**src/rtl/decode_issue_stage.sv**
```systemverilog
// ID stage with ID/EX pipeline register: RV32I field decode, register-file read with WB bypass,
// load-use bubble insertion with IF stall, EX flush handling and a saturating bubble counter.
module decode_issue_stage #(
    parameter int XLEN  = 32,
    parameter int CNT_W = 16
) (
    input  logic             clock,
    input  logic             reset,
    input  logic             if_valid,
    input  logic [XLEN-1:0]  if_pc,
    input  logic [31:0]      if_insn,
    input  logic             flush,
    output logic             stall_if,
    output logic [31:0]      rf_addr_rs1,
    output logic [31:0]      rf_addr_rs2,
    input  logic [31:0]      rf_data_rs1,
    input  logic [31:0]      rf_data_rs2,
    input  logic             wb_write_en,
    input  logic [4:0]       wb_addr_rd,
    input  logic [31:0]      wb_data_rd,
    output logic             ex_valid,
    output logic [XLEN-1:0]  ex_pc,
    output logic [31:0]      ex_insn,
    output logic [31:0]      ex_rs1_data,
    output logic [31:0]      ex_rs2_data,
    output logic [4:0]       ex_rd,
    output logic             ex_reg_write,
    output logic             ex_is_load,
    output logic             ex_illegal,
    output logic [CNT_W-1:0] hazard_count
);

    localparam logic [6:0] OP_LUI    = 7'b0110111;
    localparam logic [6:0] OP_AUIPC  = 7'b0010111;
    localparam logic [6:0] OP_JAL    = 7'b1101111;
    localparam logic [6:0] OP_JALR   = 7'b1100111;
    localparam logic [6:0] OP_BRANCH = 7'b1100011;
    localparam logic [6:0] OP_LOAD   = 7'b0000011;
    localparam logic [6:0] OP_STORE  = 7'b0100011;
    localparam logic [6:0] OP_IMM    = 7'b0010011;
    localparam logic [6:0] OP_REG    = 7'b0110011;
    localparam logic [6:0] OP_FENCE  = 7'b0001111;
    localparam logic [6:0] OP_SYSTEM = 7'b1110011;

    logic [6:0]  op;
    logic [4:0]  rd;
    logic [4:0]  rs1;
    logic [4:0]  rs2;
    logic        uses_rs1;
    logic        uses_rs2;
    logic        reg_write;
    logic        is_load;
    logic        illegal;
    logic [31:0] rs1_data;
    logic [31:0] rs2_data;
    logic        hazard;

    assign op  = if_insn[6:0];
    assign rd  = if_insn[11:7];
    assign rs1 = if_insn[19:15];
    assign rs2 = if_insn[24:20];

    assign rf_addr_rs1 = {27'd0, rs1};
    assign rf_addr_rs2 = {27'd0, rs2};

    // NOTE: every output of this block is given a default first so no path can infer a latch.
    always_comb begin
        uses_rs1  = 1'b1;
        uses_rs2  = 1'b0;
        reg_write = (rd != 5'd0);
        is_load   = (op == OP_LOAD);
        illegal   = 1'b1;
        if (op inside {OP_LUI, OP_AUIPC, OP_JAL})
            uses_rs1 = 1'b0;
        if (op inside {OP_REG, OP_STORE, OP_BRANCH})
            uses_rs2 = 1'b1;
        if (op inside {OP_STORE, OP_BRANCH})
            reg_write = 1'b0;
        if (op inside {OP_LUI, OP_AUIPC, OP_JAL, OP_JALR, OP_BRANCH, OP_LOAD,
                       OP_STORE, OP_IMM, OP_REG, OP_FENCE, OP_SYSTEM})
            illegal = 1'b0;
    end

    // x0 reads as zero even when writeback targets it; WB->ID bypass covers the same-cycle write.
    always_comb begin
        rs1_data = rf_data_rs1;
        rs2_data = rf_data_rs2;
        if (rs1 == 5'd0)
            rs1_data = '0;
        else if (wb_write_en && wb_addr_rd == rs1)
            rs1_data = wb_data_rd;
        if (rs2 == 5'd0)
            rs2_data = '0;
        else if (wb_write_en && wb_addr_rd == rs2)
            rs2_data = wb_data_rd;
    end

    assign hazard = if_valid && ex_valid && ex_is_load && (ex_rd != 5'd0) &&
                    ((uses_rs1 && rs1 == ex_rd) || (uses_rs2 && rs2 == ex_rd));

    assign stall_if = hazard && !flush;

    // NOTE: sequential state uses non-blocking assignments so each field samples pre-edge values.
    always_ff @(posedge clock or posedge reset) begin
        if (reset) begin
            ex_valid     <= 1'b0;
            ex_pc        <= '0;
            ex_insn      <= '0;
            ex_rs1_data  <= '0;
            ex_rs2_data  <= '0;
            ex_rd        <= '0;
            ex_reg_write <= 1'b0;
            ex_is_load   <= 1'b0;
            ex_illegal   <= 1'b0;
        end else if (!flush && !hazard && if_valid) begin
            ex_valid     <= 1'b1;
            ex_pc        <= if_pc;
            ex_insn      <= if_insn;
            ex_rs1_data  <= rs1_data;
            ex_rs2_data  <= rs2_data;
            ex_rd        <= rd;
            ex_reg_write <= reg_write;
            ex_is_load   <= is_load;
            ex_illegal   <= illegal;
        end else begin
            // Flush, load-use hazard and idle IF all load a fully zeroed bubble.
            ex_valid     <= 1'b0;
            ex_pc        <= '0;
            ex_insn      <= '0;
            ex_rs1_data  <= '0;
            ex_rs2_data  <= '0;
            ex_rd        <= '0;
            ex_reg_write <= 1'b0;
            ex_is_load   <= 1'b0;
            ex_illegal   <= 1'b0;
        end
    end

    // Only bubbles actually caused by the hazard count; a simultaneous flush takes priority.
    always_ff @(posedge clock or posedge reset) begin
        if (reset)
            hazard_count <= '0;
        else if (stall_if && hazard_count != {CNT_W{1'b1}})
            hazard_count <= hazard_count + CNT_W'(1);
    end

endmodule

```
**config.mk**
```make
export PLATFORM = sky130hd
export DESIGN_NAME = decode_issue_stage
export DESIGN_NICKNAME = d
export VERILOG_FILES = /design/src/rtl/decode_issue_stage.sv
export SDC_FILE = /design/constraint.sdc
export NUM_CORES = 1
export LEC_CHECK = 0
export ABC_CLOCK_PERIOD_IN_PS = 13500
export CAP_MARGIN = 10
export CORE_AREA = 8 8 145 147
export CTS_BUF_LIST = sky130_fd_sc_hd__clkbuf_8
export CTS_CLUSTER_SIZE = 8
export DETAILED_ROUTE_END_ITERATION = 8
export DIE_AREA = 0 0 153 155
export PLACE_DENSITY = 0.72
export SYNTH_ARGS = -nofsm -noshare
export SYNTH_HDL_FRONTEND = slang
export SYNTH_SLANG_ARGS = --single-unit
```
**constraint.sdc**
```tcl
create_clock -name clock -period 13.5 [get_ports clock]
set_input_delay 1.35 -clock clock [delete_from_list [all_inputs] [get_ports clock]]
set_output_delay 1.35 -clock clock [all_outputs]
set_load 0.005 [all_outputs]
```
==> flow_metrics.py <==
metrics = {
    "synthesis": {
        "synth_mux_area_share_pct": 10.5,
        "synth_flop_cell": "dfrtp_1",
        "synth-simple-area-share_pct": 15.4,
        "synth.cell_area_mm2": 0.00644,
        "ys_warn_count": 0,
        "async_reset_ff_share_pct": 100,
        "ys_types": 36,
        "synth_compound_area_share_pct": 1.55,
        "syn_area_per_cell_um2": 11.5,
        "synth_edf_count": 0,
        "yosys_register_bits": 148,
        "syn_inst": 558,
        "synthAdderAreaFrac_pct": 0.194,
        "synthXorXnorAreaFrac_pct": 4.49,
        "synth_top_family_by_area": "simple AND/OR/NAND/NOR gates",
        "synth-seq-area-share_pct": 57.5,
    },
    "detailed_routing": {
        "ant_nets": 0,
        "vias": 5007,
        "first_pass_iters": 5,
        "drt-total-wl_mm": 21.8,
        "drtIter0Drc": 213,
        "drc": 0,
        "avgRoutedWirePerCell_um": 19.4,
        "viasPerCell": 4.44,
    },
    "cts": {
        "htree_levels": 4,
        "clock_latency_ns": 0.44,
        "clockBufferDepth": 2,
        "cts.hold.buffers_added": 0,
        "cts-resized-gates": 0,
        "path_clk_slew_ns": 0.08,
        "cts_sinks": 148,
        "cts_tree": "built",
        "cts_buffers": 17,
        "clockRootBuffer": "clkbuf_8",
        "postCtsSetupRepairBufs": 0,
    },
    "global_routing": {
        "grt_pass1_wl_mm": 32.4,
        "grt_usage_pct": 18.1,
        "grt_antenna_before_repair": 0,
        "grt_pass1_vias": 5418,
        "grt_max_degree": 81,
        "grt_overflow": 0,
    },
    "worst_setup_path": {
        "required_ns": 12.15,
        "startpoint": "if_insn[5]",
        "rr_startpoint": "ex_rd[1]$_DFF_PP0_",
        "crit_type": "input pin to output port",
        "worstPathArrival_ns": 3.58,
        "crit_path_max_fanout": 5,
        "worstSetupEndpointType": "output port",
        "cp-start-kind": "input pin",
    },
    "sta": {
        "worst_pin_slew_ns": 1.01,
        "finalSetupTns_ns": 0,
        "maxSlewHeadroom_pct": 32.4,
        "timing.final.hold_violations": 0,
        "rsz0062_at_grt": "no",
        "fin_hold_ws_ns": 0.508,
        "period_minus_slack_ns": 4.93,
        "clock-skew-final_ns": 0.0144,
        "setup_viol": 0,
        "fmax_mhz": 203,
        "fin_crit_sh_pct": 36.5,
        "drv_slew": 0,
    },
    "pwr": {
        "p_per_area_mw_per_mm2": 95.1,
        "power_leakage_nw": 4.39,
        "power_mw": 0.958,
        "ir_drop_mv": 0.0574,
    },
    "cells_and_area": {
        "antennaDiodeCount": 0,
        "final_cell_mix": "clkdlybuf4s50_1, dfrtp_1, nor2_1, mux2i_1, and2_1",
        "drive_above_1_share_pct": 5.28,
        "final_common_cell": "clkdlybuf4s50_1",
        "design_area_mm2": 0.0101,
        "final_nets": 1049,
        "areaGrowthSynthToFinish_pct": 56.4,
    },
    "floorplanning": {
        "initial_core_util_pct": 34.0,
        "die_w_um": 153,
        "core-area_mm2": 0.0190,
        "core.rowCount": 51,
        "top_level_ports": 388,
        "dieArea_mm2": 0.0237,
        "fp.dieH_um": 155,
    },
    "job": {
        "cap_violations": 0,
    },
    "outcome": {
        "outcome": "finished, final reports clean",
    },
    "worst_hold_path": {
        "min_from": "hazard_count[11]$_DFFE_PP0P_",
        "hold_class": "flip-flop to flip-flop",
    },
    "place": {
        "place_congestion": 0.777,
        "hpwl_mm": 17.2,
        "io_buffer_count": 333,
        "placed_area_mm2": 0.00968,
    },
}
worst max-delay path, stage by stage:
cell	delay, ns
clkdlybuf4s50_1	0.56
a21boi_0	0.42
nand4_1	0.16
nor4_2	0.30
nor2_1	0.07
nor3_1	0.15
clkdlybuf4s50_1	0.56
cell usage after synthesis, types with 3 or more instances:
master | instances | share of area [%]
and3_1 | 5 | 0.49
buf_4 | 76 | 8.9
nor4_1 | 5 | 0.49
buf_2 | 12 | 0.93
nand4_1 | 3 | 0.29
and2_1 | 61 | 5.9
inv_1 | 6 | 0.35
xor2_1 | 24 | 3.3
mux2i_1 | 64 | 9.9
nand3_1 | 12 | 0.93
nand2_1 | 8 | 0.47
dfrtp_1 | 148 | 57
xnor2_1 | 9 | 1.2
nor2_1 | 87 | 5.1
a21oi_1 | 6 | 0.47
nor3_1 | 7 | 0.54
mux2_2 | 3 | 0.52
final timing paths:
check,depth (start not counted),end,slack [ns]
max,7,stall_if,8.57
min,1,hazard_count[11]$_DFFE_PP0P_,0.51
max reg2reg,7,ex_is_load$_DFF_PP0_,10.80
min reg2reg,1,hazard_count[11]$_DFFE_PP0P_,0.51
max in group asynchronous,3,ex_rs1_data[26]$_DFF_PP0_,10.64
min in group asynchronous,2,ex_rs1_data[28]$_DFF_PP0_,1.36
cells by family (layout without fill, tap and decap cells):
logic type / Yosys count / after routing
AND/OR/NAND/NOR: 197 / 197
flip-flops: 148 / 148
buffers and inverters: 97 / 376
multiplexers: 67 / 67
XOR/XNOR: 33 / 33
AO/OA/AOI/OAI: 14 / 14
adder cells (fa/ha/maj): 1 / 1
other: 1 / 54
power breakdown:
group | switching, mW | internal (mW)
registers | 0.00571 | 0.458
logic | 0.0566 | 0.0880
clock network | 0.178 | 0.171
per-stage QoR:
step	utilization [%]	cells	worst slack (ns)
CTS	53.2	1128	8.50
global route	53.2	1128	8.40
global placement	51.1	1097	8.50
finish	53.2	1128	8.57
detailed placement	51.1	1097	8.51
floorplan	-	611	8.17
registers in the layout, summed over array words and instances, names as in the netlist:
| signal | flops |
|---|---|
| ex_valid | 1 |
| ex_insn | 28 |
| ex_rs1_data | 32 |
| ex_rs2_data | 32 |
| ex_pc | 32 |
| ex_illegal | 1 |
| ex_rd | 4 |
| ex_is_load | 1 |
| ex_reg_write | 1 |
| hazard_count | 16 |
routing by layer:
layer / up-vias / GRT usage [%] / share of wire, %
met5: - / 0 / 0
met4: 0 / 7.30 / 2.6
met3: 31 / 6.91 / 9.0
met2: 272 / 31.5 / 50
met1: 2378 / 19.7 / 38
li1: 2326 / - / -
final cells by class:
cell class	instances	area, um^2
multi-input combinational	366	2280
inverter	7	32.5
timing repair buffer	338	3370
fill	1710	8870
tap	238	298
clock buffer	18	248
sequential	148	3700
clock inverter	13	150
(Power assumes the default switching activity.)
==> RTL edit: new RTL, same settings <==
`XLEN`: 32 -> 16.
--- a/src/rtl/decode_issue_stage.sv
+++ b/src/rtl/decode_issue_stage.sv
@@ -3,3 +3,3 @@
 module decode_issue_stage #(
-    parameter int XLEN  = 32,
+    parameter int XLEN  = 16,
     parameter int CNT_W = 16
Ports: changed (resized ex_pc and if_pc); port bits go from 388 to 356. The function was not compared with the original's and may differ.
==> RTL edit against the unedited design <==
Sequential power decreased by 11%; worst setup slack got worse by 0.20 ns; count of clock-buffer cells in the layout is 2 higher; clock skew down 0.00075 ns; sequential cell count fell by 16; core utilization shrank 3.9 points; routed wire length down 3.8%; power decreased by 3.0%; first-iteration DRC count down 0.94%; sequential share of layout area fell by 1.4 points; final area shrank 7.3%; area after synthesis down 7.3%; cell count down 6.2%; hold slack worse by 0.014 ns.
==> RTL edit: results (changes against the unedited design) <==
Global route
The global-route wire length before repair is 31,090 um (was 32,400 um). The largest net degree at the start of global routing is 71 (was 81). The initial antenna violation count was 1 (was 0).

The number of global-route vias before repair was 5,257 (was 5,418). The global-route usage over all layers is 17.28% (was 18.13%).

Placement
The number of placed cells counting well taps is 1,025 (was 1,097). The sum of net half-perimeters after detailed placement came to 16,050 um (was 17,180 um). The global placer's final weighted congestion is 0.8114 (was 0.7773).

The count of buffers from port buffering came to 301 (was 333). The placement-stage cell area is 8885 um2 (was 9681 um2).

Min path
The path class of the lowest-slack min-delay path is reg -> reg (unchanged).

Drt
The length of the first detailed-routing pass in iterations came to 4 (was 5). The total detailed-routing wirelength came to 21,020 um (was 21,840 um). The detailed-route vias per instance is 4.427 (was 4.439). The starting DRC count in detailed routing is 211 (was 213).

Logic synthesis
The part of the Yosys area used for sequential elements is 55.31% (was 57.48%). The number of warnings reported in the yosys synthesis log was 0 (unchanged). The number of distinct library cells after synthesis is 43 (was 36). Area contributors post-synth: dfrtp_1, mux2i_1, buf_4 (unchanged). The post-synthesis instance total was 519 (was 558).

Commonest cells post-synth: dfrtp_1, nor2_1, buf_4 (unchanged). The top flip-flop cell by instance count after synthesis is dfrtp_1 (unchanged). The async set-or-reset flop fraction in the synthesized netlist is 100.0% (unchanged).

Power
The cell leakage power is 4.050 nW (was 4.385 nW). The highest ir drop seen on vdd is 61.24 uV (was 57.44 uV).

Layout
The ratio of cells with drive above 1 in the final layout is 6.227% (was 5.281%). Biggest registers after layout: ex_rs1_data: 32 flops, ex_rs2_data: 32 flops, ex_insn: 28 flops (was ex_pc: 32 flops, ex_rs1_data: 32 flops, ex_rs2_data: 32 flops). The final cell count without fillers is 1,058 (was 1,128).

The filler cell count in the final layout is 1,766 (was 1,710). The number of nets at the end of the flow is 961 (was 1,049).

Timing
The worst-case clock skew was 0.01366 ns (was 0.01442 ns). The transition time of the tightest slew-check pin was 1.121 ns (was 1.015 ns).

Run status
Outcome: complete, no violations (unchanged).

Clocking
The number of clock buffers inserted by TritonCTS came to 17 (unchanged). The deepest clock path buffer count was 2 (unchanged). The maximum level of the CTS H-tree is 4 (unchanged). The clock slew seen by the registers of the worst setup and hold paths is 0.07 ns. The root buffer cell is clkbuf_8 (unchanged). The later pin in the worst-skew pair is clocked with a latency of 0.43 ns. The post-cts repair resize count came to 0 (unchanged). The post-CTS setup buffer count is 0 (unchanged).

Setup path
The maximum fanout encountered on the critical timing path was 13 (was 5). The data arrival time of the critical path is 3.78 ns (was 3.58 ns).
==> RTL edit: cell count changes after synthesis, moves of 3 or more <==
cell and change:
and2_1 -13, buf_4 -7, buf_6 +3, clkbuf_1 +4, dfrtp_1 -16, inv_1 -4
mux2_2 -3, nand3_1 -5, nor2_1 -11, xor2_1 +3
==> RTL edit: path summary, 6_finish.rpt <==
kind	startpoint	to	slack (ns)	cells after the start
worst min register to register	hazard_count[15]	hazard_count[15]	0.49	1
worst max register to register	ex_rd[0]	ex_rs2_data[9]	10.97	7
max in group asynchronous	reset	ex_rs1_data[21]	10.77	3
min in group asynchronous	reset	ex_rs2_data[8]	1.38	2
worst max-delay path	if_insn[20]	stall_if	8.37	7
worst min-delay path	hazard_count[15]	hazard_count[15]	0.49	1
==> RTL edit: power breakdown <==
part / internal, mW / switching, mW
Clock: 0.217 / 0.164
Combinational: 0.0802 / 0.0550
Sequential: 0.409 / 0.00511
Total: 0.705 / 0.224
==> RTL edit: cells by family after synthesis <==
family,synth area share (%)
simple gates,15.88
flops,55.31
buf+inv,10.87
mux,10.92
xor+xnor,5.133
compound gates,1.614
fa+ha+maj,0.2095
other cells,0.06279
==> RTL edit: area by class of cell <==
| class | instances | share of cell area (%) |
|---|---|---|
| flip-flops and latches | 132 | 35.37 |
| repair buffers | 305 | 32.58 |
| multi-input cells | 346 | 23.78 |
| well taps | 238 | 3.189 |
| clock buffers | 20 | 2.947 |
| clock inverters | 12 | 1.889 |
| inverters | 4 | 0.2144 |
| diodes | 1 | 0.02680 |
==> RTL edit: layer usage <==
layer,global-route usage (%),part of all wire (%),vias to the layer above
met5,0,0,-
met4,5.844,1.5,0
met3,6.214,7.3,17
met2,29.63,50,232
met1,19.76,42,2283
li1,-,-,2152
==> RTL edit: critical path, stage by stage <==
cell and delay, ns:
clkdlybuf4s50_1 0.67, xor2_1 0.18, nor4_1 0.08, and4_1 0.23, o21ai_2 0.64, inv_2 0.11
clkdlybuf4s50_1 0.50
==> RTL edit: per-stage QoR <==
| step | power (mW) | utilization (%) | setup slack (ns) |
|---|---|---|---|
| 2_1_floorplan | 0.4745 | - | 8.624 |
| 3_3_place_gp | 0.5559 | 46.88 | 8.440 |
| 3_5_place_dp | 0.5572 | 46.88 | 8.388 |
| 4_1_cts | 0.9398 | 49.26 | 8.392 |
| 5_1_grt | 0.9676 | 49.28 | 8.282 |
| 6_report | 0.9294 | 49.28 | 8.368 |
